==> config.mk <==
export PLATFORM = sky130hd
export DESIGN_NAME = tdm_demux
export DESIGN_NICKNAME = d
export VERILOG_FILES = /design/src/rtl/tdm_pkg.sv /design/src/rtl/tdm_slot_counter.sv /design/src/rtl/tdm_demux.sv
export SDC_FILE = /design/constraint.sdc
export NUM_CORES = 1
export LEC_CHECK = 0
export ABC_CLOCK_PERIOD_IN_PS = 2400
export CELL_PAD_IN_SITES_DETAIL_PLACEMENT = 1
export CELL_PAD_IN_SITES_GLOBAL_PLACEMENT = 1
export CORE_MARGIN = 8
export CORE_UTILIZATION = 44
export CTS_BUF_LIST = sky130_fd_sc_hd__clkbuf_8
export CTS_CLUSTER_SIZE = 16
export DETAILED_ROUTE_END_ITERATION = 12
export PLACE_DENSITY_LB_ADDON = 0.1
export SLEW_MARGIN = 10
export SYNTH_ARGS = -nofsm -noshare
export SYNTH_HDL_FRONTEND = slang
export SYNTH_SLANG_ARGS = --single-unit
==> constraint.sdc <==
create_clock -name clk -period 2.4 [get_ports clk]
set_input_delay 0.48 -clock clk [delete_from_list [all_inputs] [get_ports clk]]
set_output_delay 0.48 -clock clk [all_outputs]
set_load 0.005 [all_outputs]
==> src/rtl/tdm_pkg.sv <==
// Shared types and constants for the TDM receive path (tdm_demux and its
// slot counter).
package tdm_pkg;

  // Receiver state: waiting for a start-of-frame, or collecting slots.
  typedef enum logic [0:0] {
    IDLE = 1'b0,
    RECV = 1'b1
  } tdm_state_e;

  // Width of the error counter exposed when TDM_DEMUX_ERR_CNT_EN is defined.
  localparam int ERR_CNT_W = 8;

  // Slot counter width for a frame of n_ch channels.
  function automatic int slot_cnt_w(input int n_ch);
    return $clog2(n_ch);
  endfunction

endpackage

==> src/rtl/tdm_slot_counter.sv <==
// Slot position counter for the TDM receiver. Supports clear, load-to-1
// (slot 0 has just been captured) and increment, and flags the last slot.
module tdm_slot_counter
  import tdm_pkg::*;
#(
  parameter int N_CH   = 4,
  parameter int SLOT_W = slot_cnt_w(N_CH)
) (
  input  logic              clk,
  input  logic              reset_n,
  input  logic              clr,
  input  logic              load1,
  input  logic              inc,
  output logic [SLOT_W-1:0] count,
  output logic              tc
);

  localparam logic [SLOT_W-1:0] LAST_SLOT = SLOT_W'(N_CH - 1);

  logic [SLOT_W-1:0] count_r;

  // Counter register; clear wins over load, load wins over increment.
  always_ff @(posedge clk or negedge reset_n) begin
    if (!reset_n) begin
      count_r <= '0;
    end else if (clr) begin
      count_r <= '0;
    end else if (load1) begin
      count_r <= SLOT_W'(1);
    end else if (inc) begin
      count_r <= count_r + SLOT_W'(1);
    end else begin
      count_r <= count_r;
    end
  end

  assign count = count_r;
  assign tc    = (count_r == LAST_SLOT);

endmodule

==> src/rtl/tdm_demux.sv <==
// TDM demultiplexer: collects one beat per channel, framed by in_sof, and
// presents the whole frame on out_data one cycle after the last beat.
// Slots 0..N_CH-2 wait in a shadow buffer so out_data changes atomically.
// Optional: define TDM_DEMUX_ERR_CNT_EN to add a saturating 8-bit err_cnt
// output counting frame_err pulses.
module tdm_demux
  import tdm_pkg::*;
#(
  parameter int N_CH   = 4,
  parameter int DATA_W = 8
) (
  input  logic                   clk,
  input  logic                   reset_n,
  input  logic                   in_valid,
  input  logic                   in_sof,
  input  logic [DATA_W-1:0]      in_data,
  output logic [N_CH*DATA_W-1:0] out_data,
  output logic                   out_valid,
  output logic                   frame_err,
  output logic                   busy
`ifdef TDM_DEMUX_ERR_CNT_EN
  ,
  output logic [ERR_CNT_W-1:0]   err_cnt
`endif
);

  localparam int SLOT_W = slot_cnt_w(N_CH);

  tdm_state_e              state_r;
  logic [DATA_W-1:0]       shadow_r [N_CH-1];
  logic [N_CH*DATA_W-1:0]  out_data_r;
  logic                    out_valid_r;
  logic                    frame_err_r;

  logic [SLOT_W-1:0]       slot_s;
  logic                    tc_s;
  logic                    load1_s;
  logic                    inc_s;
  logic                    clr_s;
  logic                    err_s;
  logic                    done_s;
  logic [N_CH*DATA_W-1:0]  frame_s;

  tdm_slot_counter #(
    .N_CH   (N_CH),
    .SLOT_W (SLOT_W)
  ) u_slot_counter (
    .clk     (clk),
    .reset_n (reset_n),
    .clr     (clr_s),
    .load1   (load1_s),
    .inc     (inc_s),
    .count   (slot_s),
    .tc      (tc_s)
  );

  // Decode the current beat into counter/buffer actions and error/done events.
  always_comb begin
    load1_s = 1'b0;
    inc_s   = 1'b0;
    clr_s   = 1'b0;
    err_s   = 1'b0;
    done_s  = 1'b0;
    case (state_r)
      IDLE: begin
        if (in_valid) begin
          if (in_sof) begin
            load1_s = 1'b1;
          end else begin
            // Data with no frame open is an orphan beat.
            err_s = 1'b1;
          end
        end else begin
          load1_s = 1'b0;
        end
      end
      RECV: begin
        if (in_valid) begin
          if (in_sof) begin
            // Early SOF: drop the partial frame and restart at slot 0.
            load1_s = 1'b1;
            err_s   = 1'b1;
          end else if (tc_s) begin
            clr_s  = 1'b1;
            done_s = 1'b1;
          end else begin
            inc_s = 1'b1;
          end
        end else begin
          inc_s = 1'b0;
        end
      end
      default: begin
        clr_s = 1'b1;
      end
    endcase
  end

  // Assemble the completed frame: shadowed slots plus the final beat on top.
  always_comb begin
    frame_s = '0;
    for (int k = 0; k < N_CH - 1; k++) begin
      frame_s[k*DATA_W +: DATA_W] = shadow_r[k];
    end
    frame_s[(N_CH-1)*DATA_W +: DATA_W] = in_data;
  end

  // Shadow buffer: slot 0 on any accepted SOF, later slots as they arrive.
  always_ff @(posedge clk or negedge reset_n) begin
    if (!reset_n) begin
      for (int k = 0; k < N_CH - 1; k++) begin
        shadow_r[k] <= '0;
      end
    end else begin
      for (int k = 0; k < N_CH - 1; k++) begin
        if (load1_s && (k == 0)) begin
          shadow_r[k] <= in_data;
        end else if (inc_s && (slot_s == SLOT_W'(k))) begin
          shadow_r[k] <= in_data;
        end else begin
          shadow_r[k] <= shadow_r[k];
        end
      end
    end
  end

  // Receiver FSM with registered frame output and one-cycle status pulses.
  always_ff @(posedge clk or negedge reset_n) begin
    if (!reset_n) begin
      state_r     <= IDLE;
      out_data_r  <= '0;
      out_valid_r <= 1'b0;
      frame_err_r <= 1'b0;
    end else begin
      out_valid_r <= done_s;
      frame_err_r <= err_s;
      if (done_s) begin
        out_data_r <= frame_s;
      end else begin
        out_data_r <= out_data_r;
      end
      case (state_r)
        IDLE: begin
          if (load1_s) begin
            state_r <= RECV;
          end else begin
            state_r <= IDLE;
          end
        end
        RECV: begin
          if (done_s) begin
            state_r <= IDLE;
          end else begin
            state_r <= RECV;
          end
        end
        default: begin
          state_r <= IDLE;
        end
      endcase
    end
  end

`ifdef TDM_DEMUX_ERR_CNT_EN
  logic [ERR_CNT_W-1:0] err_cnt_r;

  // Saturating count of framing errors, cleared only by reset.
  always_ff @(posedge clk or negedge reset_n) begin
    if (!reset_n) begin
      err_cnt_r <= '0;
    end else if (err_s && (err_cnt_r != {ERR_CNT_W{1'b1}})) begin
      err_cnt_r <= err_cnt_r + ERR_CNT_W'(1);
    end else begin
      err_cnt_r <= err_cnt_r;
    end
  end

  assign err_cnt = err_cnt_r;
`else
  // Error counter not present in this build.
`endif

  assign out_data  = out_data_r;
  assign out_valid = out_valid_r;
  assign frame_err = frame_err_r;
  assign busy      = (state_r == RECV);

endmodule
== After elaboration in Yosys (flattened, before gate mapping) ==
Index checks and enable logic that the tools add are counted.

* Register bits: 61
* Memories: 0
* Word-level logic and storage cells: 40
* Bits in read-only memories: 0
* Output and inout port bits: 35
* Bits in latches: 0
* Memory bits (writable): 0

* Add/sub/neg operators: 1
* Reductions and logical operators: 6
* Bitwise gates (word level): 1
* Multiplexer cells: 21
* Shifts and indexed selects: 0
* Divide/modulo/power cells: 0
* Magnitude comparators: 0
* Multiply operators: 0
* Equal/unequal tests: 3

{| class="wikitable"
|+ Operators by type and width
! cell !! count
|-
| two-way mux 8 bit || 2
|-
| two-way mux 1 bit || 14
|-
| two-way mux 2 bit || 3
|-
| == test 2 bit (second input constant) || 2
|-
| one-hot mux 1 bit (2 select lines) || 2
|-
| logical AND 1 bit || 3
|-
| nonzero test 3 bit || 1
|-
| adder 2 x 1 -> 2 bit (second input constant) || 1
|-
| == test 2 x 1 -> 1 bit (second input constant) || 1
|-
| zero test 2 bit || 1
|-
| nonzero test 2 bit || 1
|-
| NOT 1 bit || 1
|}

== Longest topological paths before layout ==
* Depth in word-level cells: 8
* Depth in mapped cells: 6

== By module ==
Synthesis repeated with hierarchy kept, for this count alone.

* Cell total of the unflattened synthesis: 137
* Area, all modules: 2344.7 sq um

{| class="wikitable"
|+ By module, submodules not included
! module !! cells an instance !! times used !! area each (sq um)
|-
| tdm_demux || 129 || 1 || 2249.7
|-
| tdm_slot_counter || 8 || 1 || 95.1
|}

== Worst setup path before layout ==
OpenSTA, ideal clock, no wires.

* Kind: register to register
* Start point: reg u_slot_counter.count_r[0] (netlist: u_slot_counter.count[0])
* End point: reg shadow_r (netlist bit frame_s[10])
* Stages on the path, launching flop included: 6
* Period minus slack after synthesis: 1.796 ns
* Buffers on the path: 1
* Data arrival time: 1.671 ns
* Setup slack: 0.604 ns
* Cell sequence: dfrtp_1 ha_1 nand2b_1 or3_1 buf_4 mux2_4

* Word-level cells in the longest chain between the ends: 6

{| class="wikitable"
|+ RTL lines
! item !! line !! source
|-
| from (decl) || tdm_slot_counter.sv:20 || <nowiki>logic [SLOT_W-1:0] count_r;</nowiki>
|-
| from (signal assigned) || tdm_slot_counter.sv:31 || <nowiki>count_r <= count_r + SLOT_W'(1);</nowiki>
|-
| from (signal assigned) || tdm_slot_counter.sv:33 || <nowiki>count_r <= count_r;</nowiki>
|-
| == test 2 bit || tdm_slot_counter.sv:38 || <nowiki>assign tc = (count_r == LAST_SLOT);</nowiki>
|-
| two-way mux 1 bit || tdm_demux.sv:83 || <nowiki>end else if (tc_s) begin</nowiki>
|-
| two-way mux 1 bit || tdm_demux.sv:79 || <nowiki>if (in_sof) begin</nowiki>
|-
| two-way mux 1 bit || tdm_demux.sv:78 || <nowiki>if (in_valid) begin</nowiki>
|-
| two-way mux 1 bit || tdm_demux.sv:64 || <nowiki>case (state_r)</nowiki>
|-
| logical AND 1 bit (*) || tdm_demux.sv:118 || <nowiki>end else if (inc_s && (slot_s == SLOT_W'(k))) begin</nowiki>
|-
| to (signal, indexed assignment) || tdm_demux.sv:117 || <nowiki>shadow_r[k] <= in_data;</nowiki>
|-
| to (signal, indexed assignment) || tdm_demux.sv:119 || <nowiki>shadow_r[k] <= in_data;</nowiki>
|-
| to (signal, indexed assignment) || tdm_demux.sv:121 || <nowiki>shadow_r[k] <= shadow_r[k];</nowiki>
|-
| to (decl) || tdm_demux.sv:30 || <nowiki>logic [DATA_W-1:0] shadow_r [N_CH-1];</nowiki>
|}

Every way passes the cells marked *; elsewhere a longest branch is shown, timed or not.
A chain may end at the register's enable or synchronous reset.

== Worst setup path in the final report ==
* Start point: reg u_slot_counter.count_r[0] (netlist: u_slot_counter.count[0])
* End point: reg shadow_r (netlist bit frame_s[8])

Same word-level chain as after synthesis.

==> out/results.tsv <==
metric	value	unit
place_ws	0.151	ns
critPathCaptureType	flip-flop	
fin_nets	220	
drtPass1Iterations	4	
routedWlPerCell	18.2	microns
grt_max_degree	35	
antenna_found_initial	0	
synthAdderAreaFrac	0.0207	
synth-simple-area-share	0.0300	
setup_viol_count_final	0	
p_total	0.00412	W
swShare	0.258	
die-width	90.1	microns
slew_headroom	0.589	
tns	0	ns
worstSetupStartpointType	flip-flop	
worstPathRequired	2.61	ns
fin_ws	0.414	ns
fmax	503	MHz
yosys.area.top_type	dfrtp_1	
htreeDepth	3	
outcome	complete, no violations	
post-cts-setup-buffers	0	
die_y	90.1	microns
ctsResizeCount	0	
yosysWarnings	0	
min_period	1.99	ns
pin_count	47	
root_buffer	clkbuf_8	
drv_cap	0	
ant_nets	0	
grt_pass1_vias	1648	
ys_types	20	
p_switching	0.00106	W
synth_top_cells_by_count	dfrtp_1, mux2_2, mux2_4	
numPortBuffers	46	
syn_avg_cell_area	16.3	sq um
ir_worst_vdd	0.000658	V
hold_class	in -> async	
finalMaxSlewViolations	0	
synth.area.top_cells	dfrtp_1, mux2_2, mux2_4	
synthArstFlopShare	1.00	
layout-drive-gt1-share	0.383	
tightest_slew	0.616	ns
syn-num-nets	164	
share_comb_of_total_power	0.325	
final_hold_viol_count	0	
syn_to_final_growth	33.7	%
holdBufCountCts	0	
antennaDiodeCount	0	
synth.most_common_cell	dfrtp_1	
post-route-period-util	0.828	
synth_edf_count	0	
cts_tree	yes	
fin_skew	0.00542	ns
post-route-util	0.597	
clockBufferDepth	2	
r2r_cells	5	
synthFlopType	dfrtp_1	
cts.sinks	61	
synth_top_family_by_area	multiplexers	
rsz0062_at_grt	no	
numCtsBuffers	9	
cp_data_arrival_time	2.20	ns
post-dp-hpwl	3.57	mm
coreArea	5410	sq um
critPathKind	reg -> reg	
place_inst	265	
gp_congestion	0.686	
grt-ovfl-total	0	
fin_cells	281	
clk_pin_slew	0.07	ns
synth_top_area_frac	0.632	
grt_pass1_wl	8.98	mm
power_frac_clock	0.245	
synth_compound_area_frac	0.0207	
muxShareOfSynthArea	0.273	
leakage	1.49	nW
seq_area_frac_synth	0.632	
critPathMaxFanout	8	
drt_iter0_markers	29	
yosys_register_bits	61	
nFillCells	526	
initial_core_util	0.447	
synthCells	148	
power_density	1280	nW/um^2
worstSkewPairLatency	0.33	ns
syn-cell-area	2420	sq um
p_seq_frac	0.429	
fp-row-count	27	
dieArea	8120	sq um
vias	1397	
remaining_drc_errors	0	
wl	5.13	mm
track_usage	0.141	
intPower	0.00306	W
synth_xor_area_frac	0.00363	
post_drt_via_cell_ratio	4.97	
-- worst paths after layout --
kind	slack, ns	endpoint	start
setup / recovery	0.41	frame_s[8]	u_slot_counter.count[0]
hold / removal	0.16	out_data[11]	reset_n
setup reg to reg	0.41	frame_s[8]	u_slot_counter.count[0]
hold reg to reg	0.50	out_data[1]	frame_s[1]
max in group asynchronous	1.64	u_slot_counter.count[1]	reset_n
min in group clk	0.50	out_data[1]	frame_s[1]
-- flip-flops by register name (all words and copies together), names as in the netlist --
name	cells
u_slot_counter.count	2
out_valid	1
out_data	32
busy	1
frame_s	24
frame_err	1
-- placed cells by master (no fill, tap or decap) --
cell type / n
buf_4: 2
o22ai_1: 1
mux2_2: 48
inv_1: 5
nand2_2: 1
clkinv_2: 2
nor4b_4: 1
buf_2: 1
bufinv_16: 2
xnor2_1: 1
o21ai_2: 1
mux2_4: 8
a22o_1: 2
nand4b_1: 1
nand2_1: 4
dfrtp_1: 61
clkbuf_8: 11
nand2b_1: 1
o32a_1: 1
clkdlybuf4s50_1: 45
o21bai_1: 1
ha_1: 4
buf_12: 3
and2_1: 1
or3_1: 1
-- metal layers --
layer,vias up,global-route usage,routed length (microns)
met5,-,0,0
met1,722,0.160,2140
li1,635,-,-
met3,8,0.0499,223
met2,32,0.231,2670
met4,0,0.0666,88
-- kinds of logic after synthesis --
logic type / count (synthesis)
AOI/OAI and AO/OA: 6
and+or+nand+nor: 10
buffers and inverters: 10
xor gates and xnor gates: 1
DFF: 61
muxes: 56
adders and majority gates: 4
-- power by group through the flow --
stage          logic (W)  registers, W  clock network, W
6_report         0.00134       0.00177           0.00101
5_1_grt          0.00146       0.00184           0.00110
4_1_cts          0.00138       0.00178           0.00104
3_5_place_dp     0.00137       0.00179                 0
3_3_place_gp     0.00131       0.00175                 0
2_1_floorplan   0.000622       0.00173                 0
-- area by class of cell --
| type | count | area, sq um | area share |
|---|---|---|---|
| Sequential cell | 61 | 1530 | 0.473 |
| Multi-Input combinational cell | 77 | 842 | 0.261 |
| Timing Repair Buffer | 51 | 531 | 0.164 |
| Clock buffer | 11 | 151 | 0.0469 |
| Tap cell | 72 | 90.1 | 0.0279 |
| Clock inverter | 5 | 73.8 | 0.0229 |
| Inverter | 4 | 15.0 | 0.00465 |
-- through the flow --
step | hold slack, ns | instance area [sq um]
finish | 0.160 | 3230
global route | 0.196 | 3230
CTS | 0.166 | 3230
detailed placement | 0.491 | 3000
global placement | 0.485 | 3000
floorplan | 0.184 | 2420
-- worst max-delay path: stages (launching register included) --
cell,delay (ns)
dfrtp_1,0.44
ha_1,0.31
nand2b_1,0.22
or3_1,0.37
buf_4,0.21
mux2_4,0.31
No activity file was read; power rests on OpenSTA's default activity.
